<file path="src/rtl/mem_write_buffer_if.sv">
// mem_write_buffer_if: upstream (cache) and downstream (arbiter) bus bundle for the posted-write buffer
`ifndef MEM_ADDR_BITS
`define MEM_ADDR_BITS 32
`endif
`ifndef MEM_DATA_BITS
`define MEM_DATA_BITS 128
`endif
interface mem_write_buffer_if #(
  parameter int ADDR_BITS = `MEM_ADDR_BITS,
  parameter int DATA_BITS = `MEM_DATA_BITS
);
  logic                   in_req_valid, in_req_ready, in_req_rw;
  logic [ADDR_BITS-1:0]   in_req_addr;
  logic                   in_req_data_valid, in_req_data_ready;
  logic [DATA_BITS-1:0]   in_req_data_bits;
  logic [DATA_BITS/8-1:0] in_req_data_mask;
  logic                   in_resp_valid;
  logic [DATA_BITS-1:0]   in_resp_data;
  logic                   out_req_valid, out_req_ready, out_req_rw;
  logic [ADDR_BITS-1:0]   out_req_addr;
  logic                   out_req_data_valid, out_req_data_ready;
  logic [DATA_BITS-1:0]   out_req_data_bits;
  logic [DATA_BITS/8-1:0] out_req_data_mask;
  logic                   out_resp_valid;
  logic [DATA_BITS-1:0]   out_resp_data;
  modport slave (
    input  in_req_valid, in_req_rw, in_req_addr, in_req_data_valid, in_req_data_bits, in_req_data_mask,
    output in_req_ready, in_req_data_ready, in_resp_valid, in_resp_data,
    output out_req_valid, out_req_rw, out_req_addr, out_req_data_valid, out_req_data_bits, out_req_data_mask,
    input  out_req_ready, out_req_data_ready, out_resp_valid, out_resp_data
  );
  modport master (
    output in_req_valid, in_req_rw, in_req_addr, in_req_data_valid, in_req_data_bits, in_req_data_mask,
    input  in_req_ready, in_req_data_ready, in_resp_valid, in_resp_data,
    input  out_req_valid, out_req_rw, out_req_addr, out_req_data_valid, out_req_data_bits, out_req_data_mask,
    output out_req_ready, out_req_data_ready, out_resp_valid, out_resp_data
  );
endinterface

</file>
<file path="src/rtl/mem_write_buffer.sv">
// mem_write_buffer: posted-write FIFO with RAW-safe read forwarding and a single downstream issue FSM
`ifndef MEM_ADDR_BITS
`define MEM_ADDR_BITS 32
`endif
`ifndef MEM_DATA_BITS
`define MEM_DATA_BITS 128
`endif
module mem_write_buffer #(
  parameter int DEPTH      = 4,
  parameter int ADDR_BITS  = `MEM_ADDR_BITS,
  parameter int DATA_BITS  = `MEM_DATA_BITS,
  parameter int READ_BEATS = 4
) (
  input  logic                clk,
  input  logic                reset,
  mem_write_buffer_if.slave   bus,
  output logic                wb_empty
);
  localparam int MW = DATA_BITS / 8;
  localparam int PW = $clog2(DEPTH);
  localparam int BW = $clog2(READ_BEATS) + 1;
  localparam logic [PW:0] FULL = (PW+1)'(DEPTH);
  typedef enum logic [2:0] {IDLE, RD_CMD, RD_WAIT, WR_CMD, WR_DATA} state_t;
  state_t               r_state;
  logic [ADDR_BITS-1:0] r_addr [DEPTH];
  logic [DATA_BITS-1:0] r_data [DEPTH];
  logic [MW-1:0]        r_mask [DEPTH];
  logic [DEPTH-1:0]     r_vld;
  logic [PW-1:0]        r_head, r_tail;
  logic [PW:0]          r_count;
  logic [BW-1:0]        r_beat;
  logic [ADDR_BITS-1:0] r_rd_addr;
  logic                 w_conflict, w_wr_acc, w_rd_acc, w_pop;
  // a read must not pass any buffered write to the same address, including the one in flight
  always_comb begin
    w_conflict = 1'b0;
    for (int i = 0; i < DEPTH; i++)
      w_conflict = w_conflict | (r_vld[i] & (r_addr[i] == bus.in_req_addr));
  end
  assign w_wr_acc = reset & bus.in_req_valid & bus.in_req_rw & bus.in_req_data_valid & (r_count < FULL);
  assign w_rd_acc = reset & bus.in_req_valid & ~bus.in_req_rw & (r_state == IDLE) & ~w_conflict;
  assign w_pop    = (r_state == WR_DATA) & bus.out_req_data_ready;
  assign bus.in_req_ready       = w_wr_acc | w_rd_acc;
  assign bus.in_req_data_ready  = w_wr_acc;
  assign bus.in_resp_valid      = (r_state == RD_WAIT) & bus.out_resp_valid;
  assign bus.in_resp_data       = bus.out_resp_data;
  assign bus.out_req_valid      = (r_state == RD_CMD) | (r_state == WR_CMD);
  assign bus.out_req_rw         = r_state == WR_CMD;
  assign bus.out_req_addr       = (r_state == RD_CMD) ? r_rd_addr : (r_state == WR_CMD) ? r_addr[r_head] : '0;
  assign bus.out_req_data_valid = r_state == WR_DATA;
  assign bus.out_req_data_bits  = (r_state == WR_DATA) ? r_data[r_head] : '0;
  assign bus.out_req_data_mask  = (r_state == WR_DATA) ? r_mask[r_head] : '0;
  assign wb_empty               = reset & (r_count == '0) & (r_state == IDLE);
  // FIFO storage: push at tail on write accept, pop head once its data beat is taken downstream
  always_ff @(posedge clk or negedge reset) begin
    if (!reset) begin
      for (int i = 0; i < DEPTH; i++) begin
        r_addr[i] <= '0;
        r_data[i] <= '0;
        r_mask[i] <= '0;
      end
      r_vld   <= '0;
      r_head  <= '0;
      r_tail  <= '0;
      r_count <= '0;
    end else begin
      if (w_wr_acc) begin
        r_addr[r_tail] <= bus.in_req_addr;
        r_data[r_tail] <= bus.in_req_data_bits;
        r_mask[r_tail] <= bus.in_req_data_mask;
        r_vld[r_tail]  <= 1'b1;
        r_tail         <= r_tail + 1'b1;
      end
      if (w_pop) begin
        r_vld[r_head] <= 1'b0;
        r_head        <= r_head + 1'b1;
      end
      r_count <= r_count + {{PW{1'b0}}, w_wr_acc} - {{PW{1'b0}}, w_pop};
    end
  end
  // downstream issue FSM: one transaction at a time, an accepted read goes ahead of draining
  always_ff @(posedge clk or negedge reset) begin
    if (!reset) begin
      r_state   <= IDLE;
      r_beat    <= '0;
      r_rd_addr <= '0;
    end else begin
      case (r_state)
        IDLE: begin
          if (w_rd_acc) begin
            r_state   <= RD_CMD;
            r_rd_addr <= bus.in_req_addr;
          end else if (r_count != '0) r_state <= WR_CMD;
        end
        RD_CMD: begin
          if (bus.out_req_ready) begin
            r_state <= RD_WAIT;
            r_beat  <= '0;
          end
        end
        RD_WAIT: begin
          if (bus.out_resp_valid) begin
            r_beat <= r_beat + 1'b1;
            if (r_beat == BW'(READ_BEATS - 1)) r_state <= IDLE;
          end
        end
        WR_CMD:  if (bus.out_req_ready) r_state <= WR_DATA;
        WR_DATA: if (bus.out_req_data_ready) r_state <= IDLE;
        default: r_state <= IDLE;
      endcase
    end
  end
endmodule

</file>
<file path="src/flat_wrapper.sv">
// flat-port wrapper written by rule: the top's interface ports become plain ports
module mem_write_buffer_flat 
#(
  parameter int DEPTH      = 4,
  parameter int ADDR_BITS  = `MEM_ADDR_BITS,
  parameter int DATA_BITS  = `MEM_DATA_BITS,
  parameter int READ_BEATS = 4
)
  (clk, reset, wb_empty, bus_in_req_valid, bus_in_req_rw, bus_in_req_addr, bus_in_req_data_valid, bus_in_req_data_bits, bus_in_req_data_mask, bus_in_req_ready, bus_in_req_data_ready, bus_in_resp_valid, bus_in_resp_data, bus_out_req_valid, bus_out_req_rw, bus_out_req_addr, bus_out_req_data_valid, bus_out_req_data_bits, bus_out_req_data_mask, bus_out_req_ready, bus_out_req_data_ready, bus_out_resp_valid, bus_out_resp_data);
  mem_write_buffer_if #(.ADDR_BITS(ADDR_BITS), .DATA_BITS(DATA_BITS)) bus_i ();
  input  logic clk;
  input  logic reset;
  output logic wb_empty;
  input wire logic [$bits(bus_i.in_req_valid)-1:0] bus_in_req_valid;
  input wire logic [$bits(bus_i.in_req_rw)-1:0] bus_in_req_rw;
  input wire logic [$bits(bus_i.in_req_addr)-1:0] bus_in_req_addr;
  input wire logic [$bits(bus_i.in_req_data_valid)-1:0] bus_in_req_data_valid;
  input wire logic [$bits(bus_i.in_req_data_bits)-1:0] bus_in_req_data_bits;
  input wire logic [$bits(bus_i.in_req_data_mask)-1:0] bus_in_req_data_mask;
  output wire logic [$bits(bus_i.in_req_ready)-1:0] bus_in_req_ready;
  output wire logic [$bits(bus_i.in_req_data_ready)-1:0] bus_in_req_data_ready;
  output wire logic [$bits(bus_i.in_resp_valid)-1:0] bus_in_resp_valid;
  output wire logic [$bits(bus_i.in_resp_data)-1:0] bus_in_resp_data;
  output wire logic [$bits(bus_i.out_req_valid)-1:0] bus_out_req_valid;
  output wire logic [$bits(bus_i.out_req_rw)-1:0] bus_out_req_rw;
  output wire logic [$bits(bus_i.out_req_addr)-1:0] bus_out_req_addr;
  output wire logic [$bits(bus_i.out_req_data_valid)-1:0] bus_out_req_data_valid;
  output wire logic [$bits(bus_i.out_req_data_bits)-1:0] bus_out_req_data_bits;
  output wire logic [$bits(bus_i.out_req_data_mask)-1:0] bus_out_req_data_mask;
  input wire logic [$bits(bus_i.out_req_ready)-1:0] bus_out_req_ready;
  input wire logic [$bits(bus_i.out_req_data_ready)-1:0] bus_out_req_data_ready;
  input wire logic [$bits(bus_i.out_resp_valid)-1:0] bus_out_resp_valid;
  input wire logic [$bits(bus_i.out_resp_data)-1:0] bus_out_resp_data;
  assign bus_i.in_req_valid = bus_in_req_valid;
  assign bus_i.in_req_rw = bus_in_req_rw;
  assign bus_i.in_req_addr = bus_in_req_addr;
  assign bus_i.in_req_data_valid = bus_in_req_data_valid;
  assign bus_i.in_req_data_bits = bus_in_req_data_bits;
  assign bus_i.in_req_data_mask = bus_in_req_data_mask;
  assign bus_in_req_ready = bus_i.in_req_ready;
  assign bus_in_req_data_ready = bus_i.in_req_data_ready;
  assign bus_in_resp_valid = bus_i.in_resp_valid;
  assign bus_in_resp_data = bus_i.in_resp_data;
  assign bus_out_req_valid = bus_i.out_req_valid;
  assign bus_out_req_rw = bus_i.out_req_rw;
  assign bus_out_req_addr = bus_i.out_req_addr;
  assign bus_out_req_data_valid = bus_i.out_req_data_valid;
  assign bus_out_req_data_bits = bus_i.out_req_data_bits;
  assign bus_out_req_data_mask = bus_i.out_req_data_mask;
  assign bus_i.out_req_ready = bus_out_req_ready;
  assign bus_i.out_req_data_ready = bus_out_req_data_ready;
  assign bus_i.out_resp_valid = bus_out_resp_valid;
  assign bus_i.out_resp_data = bus_out_resp_data;
  mem_write_buffer #(.DEPTH(DEPTH), .ADDR_BITS(ADDR_BITS), .DATA_BITS(DATA_BITS), .READ_BEATS(READ_BEATS)) u_core (.clk(clk), .reset(reset), .bus(bus_i), .wb_empty(wb_empty));
endmodule
</file>
<file path="config.mk">
export PLATFORM = sky130hd
export DESIGN_NAME = mem_write_buffer_flat
export DESIGN_NICKNAME = d
export VERILOG_FILES = /design/src/rtl/mem_write_buffer_if.sv /design/src/rtl/mem_write_buffer.sv /design/src/flat_wrapper.sv
export SDC_FILE = /design/constraint.sdc
export NUM_CORES = 1
export LEC_CHECK = 0
export CAP_MARGIN = 30
export CORE_MARGIN = 3
export CORE_UTILIZATION = 30
export CTS_CLUSTER_DIAMETER = 50
export DETAILED_ROUTE_END_ITERATION = 8
export PLACE_DENSITY = 0.6
export SYNTH_ARGS = -nofsm -noshare
export SYNTH_HDL_FRONTEND = slang
export SYNTH_SLANG_ARGS = --single-unit
export TNS_END_PERCENT = 5
</file>
<file path="constraint.sdc">
create_clock -name clk -period 5.8 [get_ports clk]
set_input_delay 1.74 -clock clk [delete_from_list [all_inputs] [get_ports clk]]
set_output_delay 1.74 -clock clk [all_outputs]
set_load 0.05 [all_outputs]
</file>
**Word-level counts from Yosys, hierarchy flattened**

Cells that the tools add are included.

- Word-level logic and storage cells: 123
- Register bits: 753
- Output and inout port bits: 311

- Add/sub/neg operators: 5
- Reductions and logical operators: 10
- Eq/ne operators: 15
- Bitwise operators: 27
- Multiplexer cells: 39
- Order comparisons: 8

Operators with widths:

| cell | count |
|---|---|
| 512-bit bitwise mux | 1 |
| 128-bit 2-to-1 mux | 4 |
| 128-bit binary-select mux with 2-bit select | 1 |
| 128-bit demux with 2-bit select | 1 |
| 32-bit 2-to-1 mux | 5 |
| 128-bit bitwise mux | 1 |
| 32-bit equality test | 4 |
| 32-bit binary-select mux with 2-bit select | 1 |
| 64-bit bitwise mux | 1 |
| 32-bit demux with 2-bit select | 1 |
| 16-bit 2-to-1 mux | 4 |
| 16-bit binary-select mux with 2-bit select | 1 |
| 16-bit demux with 2-bit select | 1 |
| 3-bit 2-to-1 mux | 9 |
| 1-bit bitwise AND | 15 |
| 3-bit one-hot mux with 5 select lines | 1 |
| 3-bit by 2-bit equality test with 1-bit output (second input constant) | 3 |
| 4-bit 2-to-1 mux | 2 |
| 3-bit greater-or-equal comparator (second input constant) | 2 |
| 3-bit logical NOT | 2 |
| 2-bit by 3-bit < comparator with 1-bit output (second input constant) | 2 |
| 2-bit != test (second input constant) | 3 |
| 2-bit NOT with 3-bit output | 2 |
| 3-bit one-hot mux with 2 select lines | 1 |
| 24 further kinds | 36 |

**Longest topological paths before layout**

- Word-level depth: 9
- Gate-level depth with buffers: 12
- Depth with buffers taken out: 10

**Worst setup path after synthesis**

No wires, ideal clock.

- Kind: in2out
- Start: in bus_in_req_addr[3]
- End: out bus_in_req_ready
- Arrival time: 3583 ps
- Data required time: 4060 ps
- Cell stages on the path: 9
- Path slack: 477 ps
- Path through: buf_2 -> xnor2_1 -> nand4_1 -> nor4_1 -> nand4_1 -> nor4_2 -> nor4_4 -> buf_6 -> or2_2

- Longest elaborated chain between the ends: 8
- Elaborated cells on any way between the ends: 14

RTL lines:

| what | RTL line | RTL |
|---|---|---|
| start, declared | flat_wrapper.sv:16 | `input wire logic [$bits(bus_i.in_req_addr)-1:0] bus_in_req_addr;` |
| 32-bit equality test | mem_write_buffer.sv:38 | `w_conflict = w_conflict \| (r_vld[i] & (r_addr[i] == bus.in_req_addr));` |
| 1-bit bitwise AND | mem_write_buffer.sv:38 |  |
| 1-bit bitwise OR (2 in a row) | mem_write_buffer.sv:38 |  |
| 1-bit bitwise OR (*) | mem_write_buffer.sv:38 |  |
| 1-bit NOT (*) | mem_write_buffer.sv:41 | `assign w_rd_acc = reset & bus.in_req_valid & ~bus.in_req_rw & (r_state == IDLE) & ~w_conflict;` |
| 1-bit bitwise AND (*) | mem_write_buffer.sv:41 |  |
| 1-bit bitwise OR (*) | mem_write_buffer.sv:43 | `assign bus.in_req_ready = w_wr_acc \| w_rd_acc;` |
| end, declared | flat_wrapper.sv:20 | `output wire logic [$bits(bus_i.in_req_ready)-1:0] bus_in_req_ready;` |

Mark *: on every way between the ends. The rest lies on a longest branch, timed or not.

**Worst setup path in the final report**

- Start: in bus_in_req_addr[20]
- End: out bus_in_req_ready

The elaborated chain is that of the path after synthesis.

==> run metrics <==
Worst-path clk slew=roughly 60 ps; Hold Startpoint=u_core.r_rd_addr[10]$_DFFE_PN0P_; Synth Area in Compound Gates=0.3082%; Min-Delay Endpoint=u_core.r_rd_addr[10]$_DFFE_PN0P_; yosys warns=0; CP max-delay cell=nor4_2; Worst-Skew Late Latency=~700 ps; # IOs=623; status=complete, no violations; antenna violations before repair=13; Worst Hold Path Cells=1; row cnt=126; total leakage power=20.90 nW; FMAX=about 180 MHz; Final ANT Viol Nets=0; Final min period=5702 ps; Design Power=approximately 23 mW; arrival time worst endpoint=slightly below 4000 ps; Initial Utilization=a little under a third; Post-synth EDFFs=0; final count of hold timing violations=0; Max-Slew Margin vs Limit=29.97%; Cells after Synth=between 2000 and 2500; Mean Syn Cell Area=approximately 15 µm²; grt ovf=0; Initial DRC Count=~1100; Critical Path Start=bus_in_req_addr[20]; hold crit path type=reg2reg; Post-Synth Adder-Cell Area=less than 1%; critical path required time=just over 4000 ps; Tightest Pin Transition=between 1000 and 1500 ps; Syn Nets=approximately 2800; full die area=roughly 0.12 mm²; layout cells sized above 1=44.43%; top sig layer=met5; CP endpoint kind=primary output; CTS max path bufs=3; Core Util, Final=37.91%; worst setup margin=97.96 ps; Hold Buf Count CTS=0; First-pass DRT Iterations=7; DIE WIDTH=around 350 µm; vias in the first global route=roughly 23000; Crit path largest cell delay=about 350 ps; cell area after synthesis=between 0.03 and 0.04 mm²; largest net degree at the start of global routing=~150; Cell Chain, Critical Path=dlygate4sd2_1 > xnor2_2 > nand4_1 > nor4_2 > nand4_1 > nor4_4 > nor4_4 > or2_4 > buf_12; r2r setup slk=2770 ps; Max rail drop VDD=0.0003129 V; number of CTS-inserted buffers=103; TNS Setup=0 ps; critical path type=in2out; first-pass GRT wire length=approximately 150000 µm; worst slack, placed=-424.5 ps; crit-path max FO=2; fill cell count=between 10000 and 15000; largest family of logic cells by synthesized area=multiplexers; Vias=roughly 21000; RSZ-0062 raised after global routing=no; Post-route DRC=0; Met1 Routed Length=approximately 44000 µm; register area share after synthesis=between 50 and 60%; met3 wire length=approximately 6200 µm; xor/xnor share of the synthesized area=about 3.2%; Top FF cell, synth=dfrtp_1; Worst R2R Start=u_core.r_state[2]$_DFFE_PN0P_; hpwl dp=around 66000 µm; DR vias/cell=around 4.8; Routed WL per cell=23.00 µm; Fin Hold WS=roughly 480 ps; max-cap check violation count=0; GRT Util Overall=around 16%; fin crit share=roughly 100%; drt total wl=about 100000 µm; FF+latch count, synth=753; Max Clock Skew=roughly 53 ps; mux contribution to synthesized area=34.79%; reg2reg end=u_core.r_rd_addr[27]$_DFFE_PN0P_; Clock H-tree levels=3; CTS tree=yes; IO buf count=roughly 370; routed wl met2=between 40000 and 50000 µm; pwr dens=512.9 mW/mm²; nets@finish=~3000; Clock Sinks=753; crit path launch type=input pin; Root Buffer=clkbuf_16; Async S/R FF share, synth=100.0%; Area Growth Syn to Fin=24.54%; R2R cell count=5; Max Slew Vio Count=0; Synth cell types=38; gpl congestion=0.8285; Core Region=between 0.1 and 0.15 mm²; die height=~350 µm; Simple-Gate Fraction of Synth Area=under 10%; final setup violation count=0
## cell usage in the layout (no fill, tap or decap), types with 33 or more instances in the layout
cell             instances
xnor2_1                 80
buf_4                   77
xor2_1                  38
mux4_2                 176
mux2_2                 732
clkbuf_16              104
and3_1                 145
dfrtp_1                749
nor2_1                  33
clkdlybuf4s50_1        333
## cells by family after synthesis
kind of cell               after synthesis
buffers and inverters                  335
and+or+nand+nor                        247
adders and majority gates               13
muxes                                  944
xor gates and xnor gates               132
DFF                                    753
AOI/OAI and AO/OA                       19
## cells in the mapped netlist, drive strengths merged (14+ instances only)
cell type	number	area (µm²)
dfrtp	753	18840
mux2	736	8288
buf	197	1304
mux4	176	3964
and3	145	907.1
clkbuf	124	465.5
xnor2	94	823.3
xor2	38	332.8
nor2	34	127.6
mux2i	32	320.3
nand4	24	150.1
nor4	16	127.6
inv	14	52.55
## report_power, final
group | switching [mW] | internal (mW)
logic | 3.37 | 4.22
clock network | 2.56 | 3.95
registers | 1.45 | 7.53
## stage by stage
step	instances	instance area, µm²
after floorplan	2443	36130
after global placement	4186	41140
after detailed placement	4186	41140
after CTS	4378	44830
after global routing	4388	44990
final	4393	45000
## final cells by class
| type | instances | area (µm²) | share of cell area [%] |
|---|---|---|---|
| inverter | 14 | 52.55 | 0.1168 |
| tap | 1600 | 2002 | 4.449 |
| sequential | 753 | 18860 | 41.90 |
| clock inverter | 64 | 792.0 | 1.760 |
| multi-input combinational | 1355 | 15690 | 34.85 |
| clock buffer | 127 | 2779 | 6.175 |
| antenna | 9 | 22.52 | 0.05005 |
| timing repair buffer | 471 | 4813 | 10.70 |
## worst max-delay path: cells and delay by family
family	cells	cell delay, ps
xor gates and xnor gates	1	220
buffers and inverters	2	460
and+or+nand+nor	6	1520
## state kept, by name, indices dropped and copies added, names as in the netlist
signal / flops
u_core.r_rd_addr: 32
u_core.r_data: 512
u_core.r_state: 3
u_core.r_head: 2
u_core.r_count: 3
u_core.r_beat: 3
u_core.r_addr: 128
u_core.r_mask: 64
u_core.r_vld: 4
u_core.r_tail: 2
## layer usage
| layer | global-route usage, % | vias to the layer above |
|---|---|---|
| li1 | - | 9310 |
| met4 | 5.681 | 4 |
| met1 | 20.98 | 11270 |
| met2 | 26.02 | 482 |
| met5 | 0 | - |
| met3 | 4.628 | 199 |
## repair_timing
item                       4_1_cts  5_1_grt
hold endpoints to repair         0        0
gates resized for setup         30       35
setup buffers                    1        5
pin swaps                       12       23
setup endpoints to repair        1        1
## worst max-delay path by stage
stage	endpoint	slack (ps)	depth (start not counted)
2_1_floorplan	bus_in_req_ready	480	9
3_3_place_gp	bus_in_req_ready	-440	10
3_5_place_dp	bus_in_req_ready	-420	9
4_1_cts	bus_in_req_ready	2	10
5_1_grt	bus_in_req_ready	5	11
6_report	bus_in_req_ready	100	9
Power figures use the tool's default switching activity.
